==> config.mk <==
export PLATFORM = sky130hd
export DESIGN_NAME = uart_tx_mapped
export DESIGN_NICKNAME = d
export VERILOG_FILES = /design/src/rtl/uart_tx_mapped.sv
export SDC_FILE = /design/constraint.sdc
export NUM_CORES = 1
export LEC_CHECK = 0
export CORE_MARGIN = 2
export CORE_UTILIZATION = 54
export DETAILED_ROUTE_END_ITERATION = 16
export GPL_TIMING_DRIVEN = 0
export PLACE_DENSITY = 0.76
export SLEW_MARGIN = 10
export SYNTH_ARGS = -nofsm -noshare
export SYNTH_HDL_FRONTEND = slang
export SYNTH_SLANG_ARGS = --single-unit
==> constraint.sdc <==
create_clock -name clock -period 2.6 [get_ports clock]
set_input_delay 0.39 -clock clock [delete_from_list [all_inputs] [get_ports clock]]
set_output_delay 0.39 -clock clock [all_outputs]
set_load 0.01 [all_outputs]
==> src/rtl/uart_tx_mapped.sv <==
// rtl/uart_tx_mapped.sv - memory-mapped 8N1 UART transmitter with TX FIFO and level interrupt
module uart_tx_mapped #(
    parameter int CLKS_PER_BIT = 16,
    parameter int FIFO_DEPTH   = 4
) (
    input  logic       clock,
    input  logic       reset,
    input  logic       cs,
    input  logic       rd,
    input  logic       wr,
    input  logic [2:0] addr,
    input  logic [7:0] in_data,
    output logic [7:0] out_data,
    output logic       tx_out,
    output logic       irq,
    output logic [2:0] irq_id
);

    localparam int          PTR_W   = (FIFO_DEPTH > 2) ? $clog2(FIFO_DEPTH) : 1;
    localparam logic [15:0] DIV_RST = 16'(CLKS_PER_BIT - 1);
    localparam logic [PTR_W:0] DEPTH_C = (PTR_W + 1)'(FIFO_DEPTH);

    typedef enum logic [1:0] {S_IDLE, S_START, S_DATA, S_STOP} state_t;

    logic             wr_prev, rd_prev;
    logic [1:0]       ctrl;
    logic [15:0]      divisor;
    logic             overflow;
    logic [7:0]       mem [FIFO_DEPTH];
    logic [PTR_W-1:0] wr_ptr, rd_ptr;
    logic [PTR_W:0]   count;

    state_t           state;
    logic [7:0]       shift;
    logic [2:0]       bit_idx;
    logic [15:0]      bit_div;
    logic [15:0]      timer;

    logic wr_evt, rd_evt, rd_active;
    logic empty, full, busy, bit_done;
    logic push_req, push_ok, pop;
    logic [7:0] rdata;

    assign wr_evt    = ~cs & ~wr & wr_prev;
    assign rd_evt    = ~cs & ~rd & rd_prev;
    assign rd_active = ~cs & ~rd;
    assign empty     = (count == '0);
    assign full      = (count == DEPTH_C);
    assign busy      = (state != S_IDLE);
    assign bit_done  = (timer == bit_div);

    // A pop happens at the IDLE decision or at the end of a stop bit, so frames can run back-to-back.
    assign pop      = ctrl[0] & ~empty & ((state == S_IDLE) | ((state == S_STOP) & bit_done));
    assign push_req = wr_evt & (addr == 3'd0);
    assign push_ok  = push_req & (~full | pop);

    always_comb begin
        rdata = 8'h00;
        case (addr)
            3'd1:    rdata = {4'b0000, overflow, busy, full, empty};
            3'd2:    rdata = {6'b000000, ctrl};
            3'd3:    rdata = divisor[7:0];
            3'd4:    rdata = divisor[15:8];
            default: rdata = 8'h00;
        endcase
    end

    always_ff @(posedge clock or posedge reset) begin
        if (reset) begin
            wr_prev  <= 1'b1;
            rd_prev  <= 1'b1;
            ctrl     <= 2'b00;
            divisor  <= DIV_RST;
            out_data <= 8'h00;
        end else begin
            wr_prev <= wr;
            rd_prev <= rd;
            if (rd_active)
                out_data <= rdata;
            if (wr_evt) begin
                case (addr)
                    3'd2:    ctrl <= in_data[1:0];
                    3'd3:    divisor[7:0] <= in_data;
                    3'd4:    divisor[15:8] <= in_data;
                    default: ;
                endcase
            end
        end
    end

    always_ff @(posedge clock) begin
        if (push_ok)
            mem[wr_ptr] <= in_data;
    end

    always_ff @(posedge clock or posedge reset) begin
        if (reset) begin
            wr_ptr   <= '0;
            rd_ptr   <= '0;
            count    <= '0;
            overflow <= 1'b0;
        end else begin
            if (push_ok)
                wr_ptr <= wr_ptr + 1'b1;
            if (pop)
                rd_ptr <= rd_ptr + 1'b1;
            case ({push_ok, pop})
                2'b10:   count <= count + 1'b1;
                2'b01:   count <= count - 1'b1;
                default: ;
            endcase
            if (push_req & full & ~pop)
                overflow <= 1'b1;
            else if (rd_evt & (addr == 3'd1))
                overflow <= 1'b0;
        end
    end

    // tx_out is driven from the state transitions so the line changes on the same edge as the state.
    always_ff @(posedge clock or posedge reset) begin
        if (reset) begin
            state   <= S_IDLE;
            shift   <= 8'h00;
            bit_idx <= 3'd0;
            bit_div <= 16'd0;
            timer   <= 16'd0;
            tx_out  <= 1'b1;
        end else begin
            case (state)
                S_IDLE: begin
                    tx_out <= 1'b1;
                    if (pop) begin
                        shift   <= mem[rd_ptr];
                        bit_div <= divisor;
                        timer   <= 16'd0;
                        tx_out  <= 1'b0;
                        state   <= S_START;
                    end
                end
                S_START: begin
                    if (bit_done) begin
                        timer   <= 16'd0;
                        bit_idx <= 3'd0;
                        tx_out  <= shift[0];
                        state   <= S_DATA;
                    end else begin
                        timer <= timer + 16'd1;
                    end
                end
                S_DATA: begin
                    if (bit_done) begin
                        timer <= 16'd0;
                        if (bit_idx == 3'd7) begin
                            tx_out <= 1'b1;
                            state  <= S_STOP;
                        end else begin
                            shift   <= {1'b0, shift[7:1]};
                            bit_idx <= bit_idx + 3'd1;
                            tx_out  <= shift[1];
                        end
                    end else begin
                        timer <= timer + 16'd1;
                    end
                end
                S_STOP: begin
                    if (bit_done) begin
                        timer <= 16'd0;
                        if (pop) begin
                            shift   <= mem[rd_ptr];
                            bit_div <= divisor;
                            tx_out  <= 1'b0;
                            state   <= S_START;
                        end else begin
                            tx_out <= 1'b1;
                            state  <= S_IDLE;
                        end
                    end else begin
                        timer <= timer + 16'd1;
                    end
                end
                default: begin
                    tx_out <= 1'b1;
                    state  <= S_IDLE;
                end
            endcase
        end
    end

    always_ff @(posedge clock or posedge reset) begin
        if (reset) begin
            irq    <= 1'b0;
            irq_id <= 3'd0;
        end else begin
            irq <= ctrl[1] & (overflow | (empty & ~busy));
            if (ctrl[1] & overflow)
                irq_id <= 3'd2;
            else if (ctrl[1] & empty & ~busy)
                irq_id <= 3'd1;
            else
                irq_id <= 3'd0;
        end
    end

endmodule

# Yosys cells after proc, flatten, opt, wreduce, memory -nomap -nowiden
# Memories as Yosys holds them, arrays and structs flattened.
# Cells that the tools add are included.
[totals]
reg_bits = 86
latch_bits = 0
ramBits = 32
romBits = 0
input_bits = 16
wordCells = 124
mem_count = 1
[memory_table]
columns = ["memory", "words", "width", "read_ports", "rd_clocked_by_memory_dff", "wr", "line", "rtl"]
rows = [
  ["mem", 4, 8, 1, 0, 1, "29", "logic [7:0] mem [FIFO_DEPTH];"],
]
[classes]
n_addsub = 6
n_mul = 0
div = 0
order_cmp = 0
eq_ne = 18
shifts = 0
mux = 36
bitwise = 27
reduce_logical = 18
[op_table]
columns = ["op", "n"]
rows = [
  ["16-bit two-way mux", 4],
  ["16-bit one-hot mux with 2 select lines", 2],
  ["8-bit two-way mux", 4],
  ["8-bit one-hot mux with 4 select lines", 1],
  ["8-bit one-hot mux with 3 select lines", 1],
  ["1-bit bitwise AND", 17],
  ["16-bit by 1-bit adder with 16-bit output, second input constant", 1],
  ["16-bit equality test", 1],
  ["2-bit two-way mux", 6],
  ["2-bit inequality test, second input constant", 6],
  ["3-bit one-hot mux with 2 select lines", 2],
  ["1-bit two-way mux", 11],
  ["2-bit nonzero test", 5],
  ["3-bit equality test, second input constant", 3],
  ["3-bit two-way mux", 3],
  ["2-bit one-hot mux with 4 select lines", 1],
  ["2-bit AND reduction", 4],
  ["4-bit AND reduction", 2],
  ["1-bit NOT", 7],
  ["3-bit by 1-bit adder with 3-bit output, second input constant", 2],
  ["2-bit equality test, second input constant", 3],
  ["3-bit by 2-bit equality test with 1-bit output, second input constant", 2],
  ["3-bit logical NOT", 2],
  ["5-bit AND reduction", 1],
  ["other kinds (10)", 14],
]

# Logic depth before layout (Yosys ltp)
# Gate-level depths: netlist of run 1.
[depth]
ltp_word = 8
mapped_depth = 10

# Worst setup path before layout of run 1
# No wires, ideal clock.
[synth_timing]
path_type = "register to register"
startpoint = "register timer[4]"
endpoint = "register shift[7]"
arrival_ns = 2.220
required_time_ns = 2.475
path_slack_ns = 0.255
stages_incl_launch_ff = 10
synth_period_minus_slack_ns = 2.345
cell_sequence = "dfrtp_1 -> buf_6 -> xor2_1 -> nor4_4 -> nand4_2 -> a211o_1 -> buf_6 -> or2_1 -> buf_2 -> mux2_4"
[synth_between]
elab_chain_len = 7
[synth_rtl]
columns = ["item", "line", "rtl"]
rows = [
  ["start, declared", "37", "logic [15:0] timer;"],
  ["start signal, assigned", "147", "timer <= timer + 16'd1;"],
  ["start signal, assigned", "162", "timer <= timer + 16'd1;"],
  ["start signal, assigned", "178", "timer <= timer + 16'd1;"],
  ["16-bit equality test *", "50", "assign bit_done = (timer == bit_div);"],
  ["1-bit bitwise AND", "53", "assign pop = ctrl[0] & ~empty & ((state == S_IDLE) | ((state == S_STOP) & bit_done));"],
  ["1-bit bitwise OR", "53", ""],
  ["1-bit bitwise AND", "53", ""],
  ["8-bit two-way mux (2 in series)", "--", ""],
  ["8-bit one-hot mux with 3 select lines", "--", ""],
  ["end signal, assigned", "133", "shift <= mem[rd_ptr];"],
  ["end signal, assigned", "157", "shift <= {1'b0, shift[7:1]};"],
  ["end signal, assigned", "169", "shift <= mem[rd_ptr];"],
  ["end, declared", "34", "logic [7:0] shift;"],
]
# Mark *: on every way between the ends. The rest lies on a longest branch, timed or not. The select of a mux whose other input is x is not followed.
# A chain may end at the register's enable or synchronous reset.

# Final worst setup path of run 1
[layout_timing]
startpoint = "register timer[2]"
endpoint = "register count[2]"
[layout_between]
elab_chain_len = 8
[layout_rtl]
columns = ["item", "line", "rtl"]
rows = [
  ["16-bit equality test *", "50", ""],
  ["1-bit bitwise AND *", "53", ""],
  ["1-bit bitwise OR *", "53", ""],
  ["1-bit bitwise AND *", "53", ""],
  ["1-bit bitwise OR", "55", "assign push_ok = push_req & (~full | pop);"],
  ["1-bit bitwise AND", "55", ""],
  ["2-bit by 1-bit equality test with 1-bit output / 2-bit equality test (equally long branches)", "107", "case ({push_ok, pop})"],
  ["3-bit one-hot mux with 2 select lines / 2-bit nonzero test (equally long branches)", "--", ""],
  ["end signal, assigned", "108", "2'b10: count <= count + 1'b1;"],
  ["end signal, assigned", "109", "2'b01: count <= count - 1'b1;"],
  ["end, declared", "31", "logic [PTR_W:0] count;"],
]
# Mark *: on every way between the ends. The rest lies on a longest branch, timed or not.

==> results.yml, run 1 <==
cells_and_area:
  area_growth_pct: 20.1
  antennaDiodeCount: 0
  drive_above_1_share_pct: 20.1
  design_area_um2: 6460
  num-fill-cells: 715
  final_util_pct: 66.4
  fin_nets: 503
logic_synthesis:
  synth_cell_types: 59
  ys_ff_latch: 117
  synth_nets: 451
  ys_warn_count: 0
  async_reset_ff_share_pct: 72.6
  netlist_instances: 422
  synth_edf_count: 32
  synth_seq_area_share_pct: 57.5
  syn_area_um2: 5380
  avgSynthCellArea_um2: 12.8
  synth_ff_type: "dfrtp_1"
status:
  outcome: "finished, final reports clean"
floorplan:
  initial_utilization_pct: 55.3
  ios: 29
  dieHeight_um: 104
  die-area_um2: 10800
  core_um2: 9730
  die_w_um: 104
  rows: 36
power_and_ir_drop:
  leakagePower_nw: 2.71
  irDropWorstVdd_v: 0.000604
  p_per_area_nw_per_um2: 1080
placed_design:
  gp_congestion: 0.902
  post-place-ws_ns: -0.456
  numPortBuffers: 27
  dpl.hpwl_mm: 7.69
  place_area_um2: 5850
grt:
  antenna_found_initial: 0
  grt_pass1_vias: 3583
  track_usage_pct: 22.4
  grt_overflow: 0
  grt_max_degree: 57
  grt_pass1_wl_mm: 18.4
clocking:
  clkSinkCount: 117
  cts_made_buffers: 17
  cts_max_path_buffers: 2
  cts-root-buf: "clkbuf_8"
  cts_tree: "built"
  clock_latency_ns: 0.53
  htreeDepth: 4
  clkSlewWorstSetupHoldPaths_ns: 0.06
sta:
  clock.fmax_mhz: 402
  fin_ws_ns: 0.113
  min_period_over_period_pct: 95.7
  fin_crit_ns: 2.49
  slew_headroom_pct: 47.3
  finalSetupViolCount: 0
  fin_skew_ns: 0.00807
  fin_setup_tns_ns: 0
  worst_pin_slew_ns: 0.791
  hold_viol: 0
  drv_slew: 0
critical_path:
  endpoint_kind: "flip-flop"
  worst-r2r-cell-count: 9
  crit_path_max_fanout: 6
  worst_ep_required_time_ns: 3.01
  crit_slowest_cell: "dfrtp_2"
  start_kind: "flip-flop"
  path_cells: "xor2_1, nor4_2, a41o_2, and3_2, inv_1, fa_1, nor2_1, a22oi_1, xnor2_1"
  crit_buf_inv: 1
  critical_path_class: "reg -> reg"
  worstPathArrival_ns: 2.90
  cpLargestDelayFamily: "simple AND/OR/NAND/NOR gates"
  cp.depth: 9
  slowest_delay_ns: 0.45
hold_path:
  hp-class: "in -> async"
routing:
  met2_length_mm: 5.46
  top_layer_used: "met4"
  dr.first_iter.drc_count: 194
  drtPass1Iterations: 5
  drcViolationCount: 0
  num_vias: 3560
  wl_mm: 11.2
  dr_wl_met3_um: 468
  ant_nets: 0
  m1WireLength_mm: 4.99
  wl_per_cell_um: 18.1
  avgViaCountPerCell: 5.74
flow_run:
  drv_cap: 0
[cell type report]
class | count | area (µm²) | share of cell area [%]
clock inverters | 15 | 136 | 2.11
repair buffers | 34 | 343 | 5.30
multi-input cells | 277 | 2180 | 33.7
plain buffers | 17 | 85.1 | 1.32
well taps | 133 | 166 | 2.57
inverters | 10 | 40.0 | 0.619
flip-flops and latches | 117 | 3100 | 47.9
clock buffers | 17 | 414 | 6.41
[state kept, by name, indices dropped and copies added (netlist names), 2 cells and up]
name	flops
bit_div	16
bit_idx	3
count	3
ctrl	2
divisor	16
irq_id	2
mem	32
out_data	8
rd_ptr	2
shift	8
state	2
timer	16
wr_ptr	2
[cell usage after synthesis (2+ instances only)]
cell type	instances	share of area, %
o21ai_1	7	0.65
nand3b_1	4	0.56
nand2b_1	3	0.35
mux4_2	8	3.3
nor4_2	3	0.70
dfstp_2	7	3.4
nor2_1	14	0.98
mux2_1	17	3.6
nor2b_1	5	0.58
or3_1	8	0.93
inv_1	10	0.70
a21oi_1	15	1.4
o41ai_1	3	0.49
mux2_2	19	4.0
xnor2_1	6	0.98
or2_2	2	0.23
nand2_1	41	2.9
edfxtp_1	32	18
clkbuf_1	10	0.70
and2_1	9	1.0
o31ai_1	4	0.56
ha_1	12	2.8
and3_1	2	0.23
buf_1	3	0.21
a22o_1	5	0.81
o21a_1	2	0.28
xor2_1	20	3.3
nand3_1	5	0.46
o21ai_0	21	2.0
a22oi_1	8	1.1
o221a_1	7	1.5
nor3_1	2	0.19
nand4_1	3	0.35
dfrtp_1	78	36
buf_2	2	0.19
buf_6	2	0.42
[routing by layer]
layer	GRT usage, %	vias to the layer above
li1	-	1653
met1	28.5	1785
met5	0	-
met4	11.0	0
met3	5.98	27
met2	35.7	95
[final timing paths]
path	startpoint	end	slack, ns
max	timer[2]	count[2]	0.11
min	reset	timer[3]	0.21
max reg2reg	timer[2]	count[2]	0.11
min reg2reg	tx_out	tx_out	0.47
max in group asynchronous	reset	divisor[3]	1.74
min in group clock	rd	rd_prev	0.28
[cell usage in the layout (no fill, tap or decap), types with 6 or more instances in the layout]
cell type and n:
dfrtp_1 76, nand2_1 41, edfxtp_1 32, clkdlybuf4s50_1 27, o21ai_0 21, xor2_1 20
mux2_2 19, mux2_1 17, clkbuf_16 16, nor2_1 14, a21oi_1 14, ha_1 11
clkbuf_1 9, inv_1 9, mux4_2 8, or3_1 8, a22oi_1 8, o21ai_1 7
o221a_1 7, buf_4 7, dfstp_2 7, xnor2_1 6, inv_6 6
[stage by stage]
stage	total power, mW	cells	hold WS, ns
2_1_floorplan	4.05	422	0.394
3_3_place_gp	4.49	582	0.469
3_5_place_dp	4.62	583	0.465
4_1_cts	6.84	617	0.216
5_1_grt	7.35	620	0.263
6_report	6.95	620	0.207
[report_power, final]
group,internal [mW],total [mW],switching [mW]
sequential,2.29,2.61,0.322
combinational,1.04,2.19,1.15
clock,1.21,2.15,0.941
[kinds of logic after synthesis]
kind of cell             share of synthesized area, %
AO/OA/AOI/OAI                                    10.4
XOR/XNOR                                         4.23
adder cells (fa/ha/maj)                          3.16
buffers and inverters                            2.35
flip-flops                                       57.5
multiplexers                                     11.3
other                                          0.0697
AND/OR/NAND/NOR                                  10.9
[what timing repair did]
action                     in CTS  in global routing
pin swaps                       3                  5
hold buffers                    0                  0
buffers inserted                2                  4
resized for setup               8                  3
setup endpoints to repair      35                 35
hold endpoints to repair        0                  0
(Power assumes the default switching activity.)
==> run 2: changes to the inputs <==
--- a/config.mk
+++ b/config.mk
@@ -7,6 +7,7 @@
 export LEC_CHECK = 0
 export CORE_MARGIN = 2
 export CORE_UTILIZATION = 54
+export CTS_CLUSTER_DIAMETER = 100
 export DETAILED_ROUTE_END_ITERATION = 16
 export GPL_TIMING_DRIVEN = 0
 export PLACE_DENSITY = 0.76
==> results of run 2 <==
Final layout, timing and power as in run 1 (identical DEF).
